<file path="src/rtl/text_pkg.sv">
// Shared constants and types for the text writer and the effect display blocks.
package text_pkg;

  localparam int unsigned NUM_DIGITS  = 7;
  localparam logic [2:0]  SLOT_LIMIT  = 3'(NUM_DIGITS);
  localparam logic [3:0]  CHECK_IDLE  = 4'd15;
  localparam logic [6:0]  BLANK_INDEX = 7'h7F;

  typedef logic [6:0] char_idx_t;

  typedef enum logic [1:0] {
    COLLECT = 2'd0,
    FLUSH   = 2'd1,
    DONE    = 2'd2
  } state_t;

endpackage

</file>
<file path="src/rtl/text_writer_if.sv">
// Message stream in, slot-select/index write port out, plus flush status.
interface text_writer_if;
  import text_pkg::*;

  logic       in_valid;
  logic       in_ready;
  char_idx_t  in_char;
  logic       in_last;
  logic [3:0] check;
  char_idx_t  text_index;
  logic       busy;
  logic       done;
  logic       ovf;

  modport slave (
    input  in_valid, in_char, in_last,
    output in_ready, check, text_index, busy, done, ovf
  );

  modport master (
    output in_valid, in_char, in_last,
    input  in_ready, check, text_index, busy, done, ovf
  );

endinterface

</file>
<file path="src/rtl/text_buffer.sv">
// NUM_DIGITS x 7 character buffer: one write port, one slot-addressed read
// port, synchronous clear to BLANK_INDEX.
module text_buffer
  import text_pkg::*;
(
  input  logic       i_clk,
  input  logic       i_clr,
  input  logic       i_we,
  input  logic [2:0] i_waddr,
  input  char_idx_t  i_wdata,
  input  logic [2:0] i_raddr,
  output char_idx_t  o_rdata
);

  char_idx_t r_mem [NUM_DIGITS];

  // Clear has priority over a write; out-of-range addresses are ignored.
  always_ff @(posedge i_clk) begin
    if (i_clr) begin
      for (int i = 0; i < NUM_DIGITS; i++) begin
        r_mem[i] <= BLANK_INDEX;
      end
    end else if (i_we && (i_waddr < SLOT_LIMIT)) begin
      r_mem[i_waddr] <= i_wdata;
    end
  end

  // Slot read; addresses past the last slot read as blank.
  always_comb begin
    o_rdata = BLANK_INDEX;
    if (i_raddr < SLOT_LIMIT) begin
      o_rdata = r_mem[i_raddr];
    end else begin
      o_rdata = BLANK_INDEX;
    end
  end

endmodule

</file>
<file path="src/rtl/text_writer.sv">
// Collects up to NUM_DIGITS character indices from a valid/ready stream and,
// on end-of-message, writes them one slot per cycle to the effect blocks.
// Build option: TEXT_WRITER_PAD_EN -- when defined every slot is written and
// unfilled slots get BLANK_INDEX; otherwise only the received slots are written.
module text_writer
  import text_pkg::*;
(
  input logic           clk,
  input logic           rst,
  text_writer_if.slave  bus
);

  state_t     r_state;
  logic [2:0] r_count;
  logic [2:0] r_slot;
  logic       r_ovf;
  logic       r_in_ready;
  logic [3:0] r_check;
  char_idx_t  r_text_index;
  logic       r_busy;
  logic       r_done;
  logic       r_ovf_out;

  logic       w_xfer;
  logic       w_store;
  logic       w_clr;
  logic [2:0] w_end;
  char_idx_t  w_rdata;
  char_idx_t  w_slot0;

  assign w_xfer  = (r_state == COLLECT) && bus.in_valid && r_in_ready;
  assign w_store = w_xfer && (r_count != SLOT_LIMIT);
  assign w_clr   = rst || (r_state == DONE);

`ifdef TEXT_WRITER_PAD_EN
  assign w_end = SLOT_LIMIT;
`else
  assign w_end = r_count;
`endif

  // The first slot goes out on the same edge as the last accept, so an
  // empty buffer must forward the incoming character directly.
  assign w_slot0 = (r_count == 3'd0) ? bus.in_char : w_rdata;

  text_buffer u_buffer (
    .i_clk   (clk),
    .i_clr   (w_clr),
    .i_we    (w_store),
    .i_waddr (r_count),
    .i_wdata (bus.in_char),
    .i_raddr (r_slot),
    .o_rdata (w_rdata)
  );

  // Collect/flush/done sequencer with all outputs registered.
  always_ff @(posedge clk) begin
    if (rst) begin
      r_state      <= COLLECT;
      r_count      <= 3'd0;
      r_slot       <= 3'd0;
      r_ovf        <= 1'b0;
      r_in_ready   <= 1'b0;
      r_check      <= CHECK_IDLE;
      r_text_index <= BLANK_INDEX;
      r_busy       <= 1'b0;
      r_done       <= 1'b0;
      r_ovf_out    <= 1'b0;
    end else begin
      case (r_state)
        COLLECT: begin
          r_in_ready   <= 1'b1;
          r_check      <= CHECK_IDLE;
          r_text_index <= BLANK_INDEX;
          r_done       <= 1'b0;
          r_ovf_out    <= 1'b0;
          if (w_xfer) begin
            if (r_count != SLOT_LIMIT) begin
              r_count <= r_count + 3'd1;
            end else begin
              r_ovf <= 1'b1;
            end
            if (bus.in_last) begin
              r_state      <= FLUSH;
              r_in_ready   <= 1'b0;
              r_busy       <= 1'b1;
              r_check      <= 4'd0;
              r_text_index <= w_slot0;
              r_slot       <= 3'd1;
            end
          end
        end
        FLUSH: begin
          if (r_slot < w_end) begin
            r_check      <= {1'b0, r_slot};
            r_text_index <= w_rdata;
            r_slot       <= r_slot + 3'd1;
          end else begin
            r_check      <= CHECK_IDLE;
            r_text_index <= BLANK_INDEX;
            r_busy       <= 1'b0;
            r_done       <= 1'b1;
            r_ovf_out    <= r_ovf;
            r_state      <= DONE;
          end
        end
        DONE: begin
          r_count    <= 3'd0;
          r_ovf      <= 1'b0;
          r_slot     <= 3'd0;
          r_done     <= 1'b0;
          r_ovf_out  <= 1'b0;
          r_in_ready <= 1'b1;
          r_state    <= COLLECT;
        end
        default: begin
          r_state    <= COLLECT;
          r_count    <= 3'd0;
          r_slot     <= 3'd0;
          r_ovf      <= 1'b0;
          r_in_ready <= 1'b0;
          r_check    <= CHECK_IDLE;
          r_busy     <= 1'b0;
          r_done     <= 1'b0;
          r_ovf_out  <= 1'b0;
        end
      endcase
    end
  end

  assign bus.in_ready   = r_in_ready;
  assign bus.check      = r_check;
  assign bus.text_index = r_text_index;
  assign bus.busy       = r_busy;
  assign bus.done       = r_done;
  assign bus.ovf        = r_ovf_out;

endmodule

</file>
<file path="src/flat_wrapper.sv">
// flat-port wrapper written by rule: the top's interface ports become plain ports
module text_writer_flat import text_pkg::*;
  (clk, rst, bus_in_valid, bus_in_char, bus_in_last, bus_in_ready, bus_check, bus_text_index, bus_busy, bus_done, bus_ovf);
  text_writer_if bus_i ();
  input logic clk;
  input logic rst;
  input wire logic [$bits(bus_i.in_valid)-1:0] bus_in_valid;
  input wire logic [$bits(bus_i.in_char)-1:0] bus_in_char;
  input wire logic [$bits(bus_i.in_last)-1:0] bus_in_last;
  output wire logic [$bits(bus_i.in_ready)-1:0] bus_in_ready;
  output wire logic [$bits(bus_i.check)-1:0] bus_check;
  output wire logic [$bits(bus_i.text_index)-1:0] bus_text_index;
  output wire logic [$bits(bus_i.busy)-1:0] bus_busy;
  output wire logic [$bits(bus_i.done)-1:0] bus_done;
  output wire logic [$bits(bus_i.ovf)-1:0] bus_ovf;
  assign bus_i.in_valid = bus_in_valid;
  assign bus_i.in_char = bus_in_char;
  assign bus_i.in_last = bus_in_last;
  assign bus_in_ready = bus_i.in_ready;
  assign bus_check = bus_i.check;
  assign bus_text_index = bus_i.text_index;
  assign bus_busy = bus_i.busy;
  assign bus_done = bus_i.done;
  assign bus_ovf = bus_i.ovf;
  text_writer u_core (.clk(clk), .rst(rst), .bus(bus_i));
endmodule
</file>
<file path="config.mk">
export PLATFORM = sky130hd
export DESIGN_NAME = text_writer_flat
export DESIGN_NICKNAME = d
export VERILOG_FILES = /design/src/rtl/text_pkg.sv /design/src/rtl/text_writer_if.sv /design/src/rtl/text_buffer.sv /design/src/rtl/text_writer.sv /design/src/flat_wrapper.sv
export SDC_FILE = /design/constraint.sdc
export NUM_CORES = 1
export LEC_CHECK = 0
export ABC_CLOCK_PERIOD_IN_PS = 4500
export BUFFER_PORTS_ARGS = -buffer_cell sky130_fd_sc_hd__buf_2
export CORE_MARGIN = 3
export CORE_UTILIZATION = 40
export DETAILED_ROUTE_END_ITERATION = 6
export GPL_ROUTABILITY_DRIVEN = 0
export HOLD_SLACK_MARGIN = 0.08
export SYNTH_ARGS = -nofsm -noshare
export SYNTH_HDL_FRONTEND = slang
export SYNTH_SLANG_ARGS = --single-unit
</file>
<file path="constraint.sdc">
create_clock -name clk -period 4.5 [get_ports clk]
set_input_delay 0.45 -clock clk [delete_from_list [all_inputs] [get_ports clk]]
set_output_delay 0.45 -clock clk [all_outputs]
set_load 0.05 [all_outputs]
</file>
# Word-level counts from Yosys, hierarchy flattened
# Memories as Yosys holds them, arrays and structs flattened. A register that Yosys moved wholly into a read port is not among the register bits.
# Cells that the tools add are included.
[word_totals] regBits=24 ram_bits=49 inputBits=11 wordCells=83 mem_count=1
[mem_list] memory="u_core.u_buffer.r_mem" words=7 width=7 rd=1 rd_ports_with_merged_regs=1 write_ports=7 line_no="text_buffer.sv:15" rtl="char_idx_t r_mem [NUM_DIGITS];"
[classes] addsub=2 order_cmp=3 n_eq_ne=9 n_mux=41 bitwise=2 reduce_logical=15
[op_table] op="7-bit two-way mux" n=6
[op_table] op="3-bit two-way mux" n=8
[op_table] op="7-bit one-hot mux with 2 select lines" n=1
[op_table] op="1-bit two-way mux" n=13
[op_table] op="4-bit two-way mux" n=3
[op_table] op="3-bit one-hot mux with 2 select lines" n=2
[op_table] op="4-bit one-hot mux with 3 select lines" n=1
[op_table] op="3-bit AND reduction" n=4
[op_table] op="2-bit inequality test, second input constant" n=4
[op_table] op="7-bit OR reduction" n=1
[op_table] op="3-bit by 1-bit adder with 3-bit output, second input constant" n=2
[op_table] op="3-bit < comparator, second input constant" n=2
[op_table] op="2-bit two-way mux" n=3
[op_table] op="1-bit one-hot mux with 3 select lines" n=2
[op_table] op="1-bit logical AND" n=4
[op_table] op="2-bit by 1-bit inequality test with 1-bit output, second input constant" n=2
[op_table] op="2-bit one-hot mux with 2 select lines" n=1
[op_table] op="4-bit AND reduction" n=1
[op_table] op="3-bit zero test" n=1
[op_table] op="3-bit < comparator" n=1
[op_table] op="3-bit inequality test, second input constant" n=1
[op_table] op="2-bit by 1-bit == test with 1-bit output, second input constant" n=1
[op_table] op="2-bit == test, second input constant" n=1
[op_table] op="2-bit zero test" n=1
[op_table] op="5 further kinds" n=6

# Longest topological paths before layout
[depth] depth_word=10 ltp_mapped=7

# Modules after synthesis
# A second synthesis with hierarchy kept.
[hier_totals] cells_unflattened=326 area_unflattened_um2=3569.7
[modules_own_cells] module="text_buffer" n_inst=1 cells_per_inst=185 area_each_um2=2327.2
[modules_own_cells] module="text_writer" n_inst=1 cells_per_inst=141 area_each_um2=1242.4

# Worst setup path after synthesis
# Ideal clock, no wire load.
[synth_timing] path_type="reg2reg" startpoint="reg u_core.r_in_ready, in the netlist u_core.bus.in_ready" endpoint="mem u_core.u_buffer.r_mem[3][0] in the netlist's numbering, enable pin" t_arrival_ns=1.757 slack_ns=2.419 stages_incl_launch_ff=6 n_path_buf=1 synth_period_minus_slack_ns=2.081 path_cell_list="dfxtp_1 -> and4bb_4 -> nor4b_4 -> and3_1 -> buf_4 -> or2_1"
[synth_rtl] item="start, declared" line_no="text_writer.sv:17" rtl="logic r_in_ready;"
[synth_rtl] item="start signal, assigned" line_no="text_writer.sv:62" rtl="r_in_ready <= 1'b0;"
[synth_rtl] item="start signal, assigned" line_no="text_writer.sv:71" rtl="r_in_ready <= 1'b1;"
[synth_rtl] item="start signal, assigned" line_no="text_writer.sv:84" rtl="r_in_ready <= 1'b0;"
[synth_rtl] item="end, declared" line_no="text_buffer.sv:15"

==> results.sh <==
export IMPL_place_ws_ns=1.97
export IMPL_area_growth_pct=11.7
export IMPL_overflow=0
export IMPL_synthMuxAreaShare_pct=10.4
export IMPL_clk_pin_slew_worst_paths_ns=0.10
export IMPL_grt_antenna_before_repair=0
export IMPL_drv_cap=0
export IMPL_die_area_um2=10700
export IMPL_path_buf_inv=0
export IMPL_worstSkewPairLatency_ns=0.37
export IMPL_post_synth_top_area_cell="edfxtp_1"
export IMPL_synthAdderAreaFrac_pct=1.97
export IMPL_tightest_slew_ns=0.970
export IMPL_dpl_hpwl_um=6740
export IMPL_slew_violations=0
export IMPL_cts_buffer_depth=2
export IMPL_fin_ws_ns=2.00
export IMPL_grt_use_total_pct=17.9
export IMPL_period_needed_ns=2.50
export IMPL_die_y_um=104
export IMPL_synth_compound_area_share_pct=10.2
export IMPL_power_density_nw_per_um2=368
export IMPL_ant_nets=0
export IMPL_port_buffers=25
export IMPL_setup_tns_ns=0
export IMPL_num_io_pins=26
export IMPL_start_kind="register"
export IMPL_crit_top_cell="ha_1"
export IMPL_synthTopCellsByArea="edfxtp_1, dfxtp_1, mux4_2, nand2_1, nor2_1"
export IMPL_fillers=879
export IMPL_worst_ep_arrival_time_ns=2.55
export IMPL_layout_nets=364
export IMPL_synth_xor_area_share_pct=0.459
export IMPL_grt_pass1_vias=2636
export IMPL_post_drt_via_cell_ratio=5.61
export IMPL_fin_skew_ns=0.0177
export IMPL_path_cells="ha_1 -> ha_1 -> nor4b_4 -> and3_1 -> or2_1"
export IMPL_coreArea_um2=9240
export IMPL_start_util_pct=41.3
export IMPL_cts_num_sinks=83
export IMPL_hold_buffers=0
export IMPL_post_route_cells_drive_above_1_share_pct=18.5
export IMPL_synth_area_um2=3810
export IMPL_h_tree_depth=3
export IMPL_ys_async_sr_fraction_pct=0
export IMPL_synth_edf_count=49
export IMPL_run_status="complete, no violations"
export IMPL_cp_slowest_cell="dfxtp_1"
export IMPL_drt_iter0_drc=283
export IMPL_yosys_area_share_simple_pct=16.7
export IMPL_synthDistinctLibCells=52
export IMPL_synth_top_family_by_area="simple AND/OR/NAND/NOR gates"
export IMPL_rsz0062_at_grt="false"
export IMPL_synthFlopType="edfxtp_1"
export IMPL_post_cts_buffers=0
export IMPL_diodes=0
export IMPL_cts_tree="yes"
export IMPL_routed_wirelength_um=9460
export IMPL_slowest_delay_ns=0.46
export IMPL_peakVddDrop_v=0.000162
export IMPL_clock_fmax_ghz=0.399
export IMPL_grt_pass1_wl_um=14700
export IMPL_numCtsBuffers=9
export IMPL_ys_ff_latch=83
export IMPL_drc=0
export IMPL_drtPass1Iterations=5
export IMPL_p_leak_nw=1.23
export IMPL_required_ns=4.54
export IMPL_die_x_um=104
export IMPL_cp_max_fo=11
export IMPL_yosysSeqAreaShare_pct=56.4
export IMPL_slew_headroom_pct=35.2
export IMPL_cts_resized=0
export IMPL_finalSetupViolCount=0
export IMPL_end_kind="register"
export IMPL_synth_warnings=0
export IMPL_timing_final_crit_share_pct=55.7
export IMPL_worst_path_dominant_cell_family="simple AND/OR/NAND/NOR gates"
export IMPL_placementRows=35
export IMPL_synthCells=321
export IMPL_root_buffer="clkbuf_8"
export IMPL_critical_path_class="reg2reg"
export IMPL_wire_per_inst_um=19.7
export IMPL_vias=2699
export IMPL_final_hold_viol_count=0
export IMPL_syn_avg_cell_area_um2=11.9
export IMPL_min_path_type="in2reg"
export IMPL_synth_top_area_share_pct=38.6
export IMPL_grt_start_max_net_pins=17
[metal layers]
layer | share of wire, % | up-vias | wire length, um | GRT usage [%]
met3 | 5.9 | 19 | 554 | 4.86
met4 | 1.8 | 0 | 174 | 5.79
met2 | 48 | 100 | 4510 | 27.7
met1 | 45 | 1348 | 4210 | 24.6
li1 | - | 1232 | - | -
met5 | 0 | - | 0 | 0
[tightest hold or removal path, delay by kind of cell]
| kind | cells | cell delay (ns) |
|---|---|---|
| buffers and inverters | 1 | 0.12 |
| AND/OR/NAND/NOR | 2 | 0.15 |
[area by class of cell]
type	instances	area, um^2	area share (%)
clock inverter	7	105	2.47
inverter	14	52.6	1.23
multi-input combinational	214	1540	36.2
sequential	83	2150	50.5
timing repair buffer	25	125	2.94
clock buffer	9	124	2.91
tap	129	161	3.79
[through the flow]
stage          cell area [um^2]  util, %  power [mW]  hold slack (ns)  instances
6_report                   4260     46.1        1.57            0.375        481
2_1_floorplan              3840        -       0.923            0.436        327
3_3_place_gp               4030     43.6       0.955            0.443        465
3_5_place_dp               4030     43.6       0.957            0.452        465
5_1_grt                    4260     46.1        1.62            0.400        481
4_1_cts                    4260     46.1        1.57            0.371        481
[synthesized netlist by cell type (2+ instances only)]
cell      number
a211oi_1       5
mux4_2        14
a32oi_1        6
ha_1           6
or2_1          5
edfxtp_1      49
and2_1         9
o31ai_1        2
o211ai_1       2
mux2i_1        8
and3_1         3
inv_1         14
nor3_1         6
nand4_1        3
nor2_1        22
o21a_1         2
clkbuf_1       5
a21oi_1        8
nand3_1       11
or3_1          3
o21ai_0       13
buf_2          5
buf_4          5
o22ai_1        6
dfxtp_1       34
nor4b_4        2
nand2_1       48
[cell families (layout without fill, tap and decap cells)]
family / count (synthesis) / after routing
other: 1 / 7
and+or+nand+nor: 122 / 122
adders and majority gates: 6 / 6
xor gates and xnor gates: 2 / 2
AOI/OAI and AO/OA: 55 / 55
muxes: 22 / 22
DFF: 83 / 83
buffers and inverters: 30 / 55
[flip-flops by register name, indices dropped and copies added (netlist names), named ones only]
signal / flops
u_core.u_buffer.r_mem: 56
u_core.bus.busy: 1
u_core.r_slot: 3
u_core.bus.text_index: 7
u_core.r_state: 2
u_core.r_ovf: 1
u_core.bus.done: 1
u_core.r_count: 3
u_core.bus.ovf: 1
u_core.bus.check: 4
u_core.bus.in_ready: 1
[final timing paths]
check / from / endpoint / slack (ns) / cells past startpoint
worst min-delay path: bus_in_char[1] / u_core.u_buffer.r_mem[6][1]$_SDFFE_PP1P_ / 0.37 / 3
worst max register to register: u_core.r_count[0]$_SDFFE_PP0P_ / u_core.u_buffer.r_mem[0][6]$_SDFFCE_PN1P_ / 2.00 / 5
worst max-delay path: u_core.r_count[0]$_SDFFE_PP0P_ / u_core.u_buffer.r_mem[0][6]$_SDFFCE_PN1P_ / 2.00 / 5
worst min register to register: u_core.bus.ovf$_SDFFE_PP0P_ / u_core.bus.ovf$_SDFFE_PP0P_ / 0.46 / 2
[power by group]
group	leakage, nW	total [mW]	internal (mW)	switching, mW
sequential	0.618	0.830	0.813	0.0171
clock	0.113	0.628	0.322	0.306
combinational	0.504	0.110	0.0336	0.0764
total	1.23	1.57	1.17	0.399
[placed cells by master (no fill, tap or decap), types with 2 or more instances in the layout]
| master | instances |
|---|---|
| edfxtp_1 | 49 |
| nand2_1 | 48 |
| dfxtp_1 | 34 |
| buf_2 | 25 |
| nor2_1 | 22 |
| inv_1 | 14 |
| mux4_2 | 14 |
| o21ai_0 | 13 |
| nand3_1 | 11 |
| and2_1 | 9 |
| clkbuf_8 | 9 |
| a21oi_1 | 8 |
| mux2i_1 | 8 |
| conb_1 | 7 |
| nor3_1 | 6 |
| o22ai_1 | 6 |
| a32oi_1 | 6 |
| ha_1 | 6 |
| or2_1 | 5 |
| a211oi_1 | 5 |
| and3_1 | 3 |
| nand4_1 | 3 |
| or3_1 | 3 |
| inv_6 | 3 |
| nor4b_4 | 2 |
| o211ai_1 | 2 |
| o21a_1 | 2 |
| o31ai_1 | 2 |
| bufinv_16 | 2 |
Note: power is estimated with default switching activity, not from simulation.
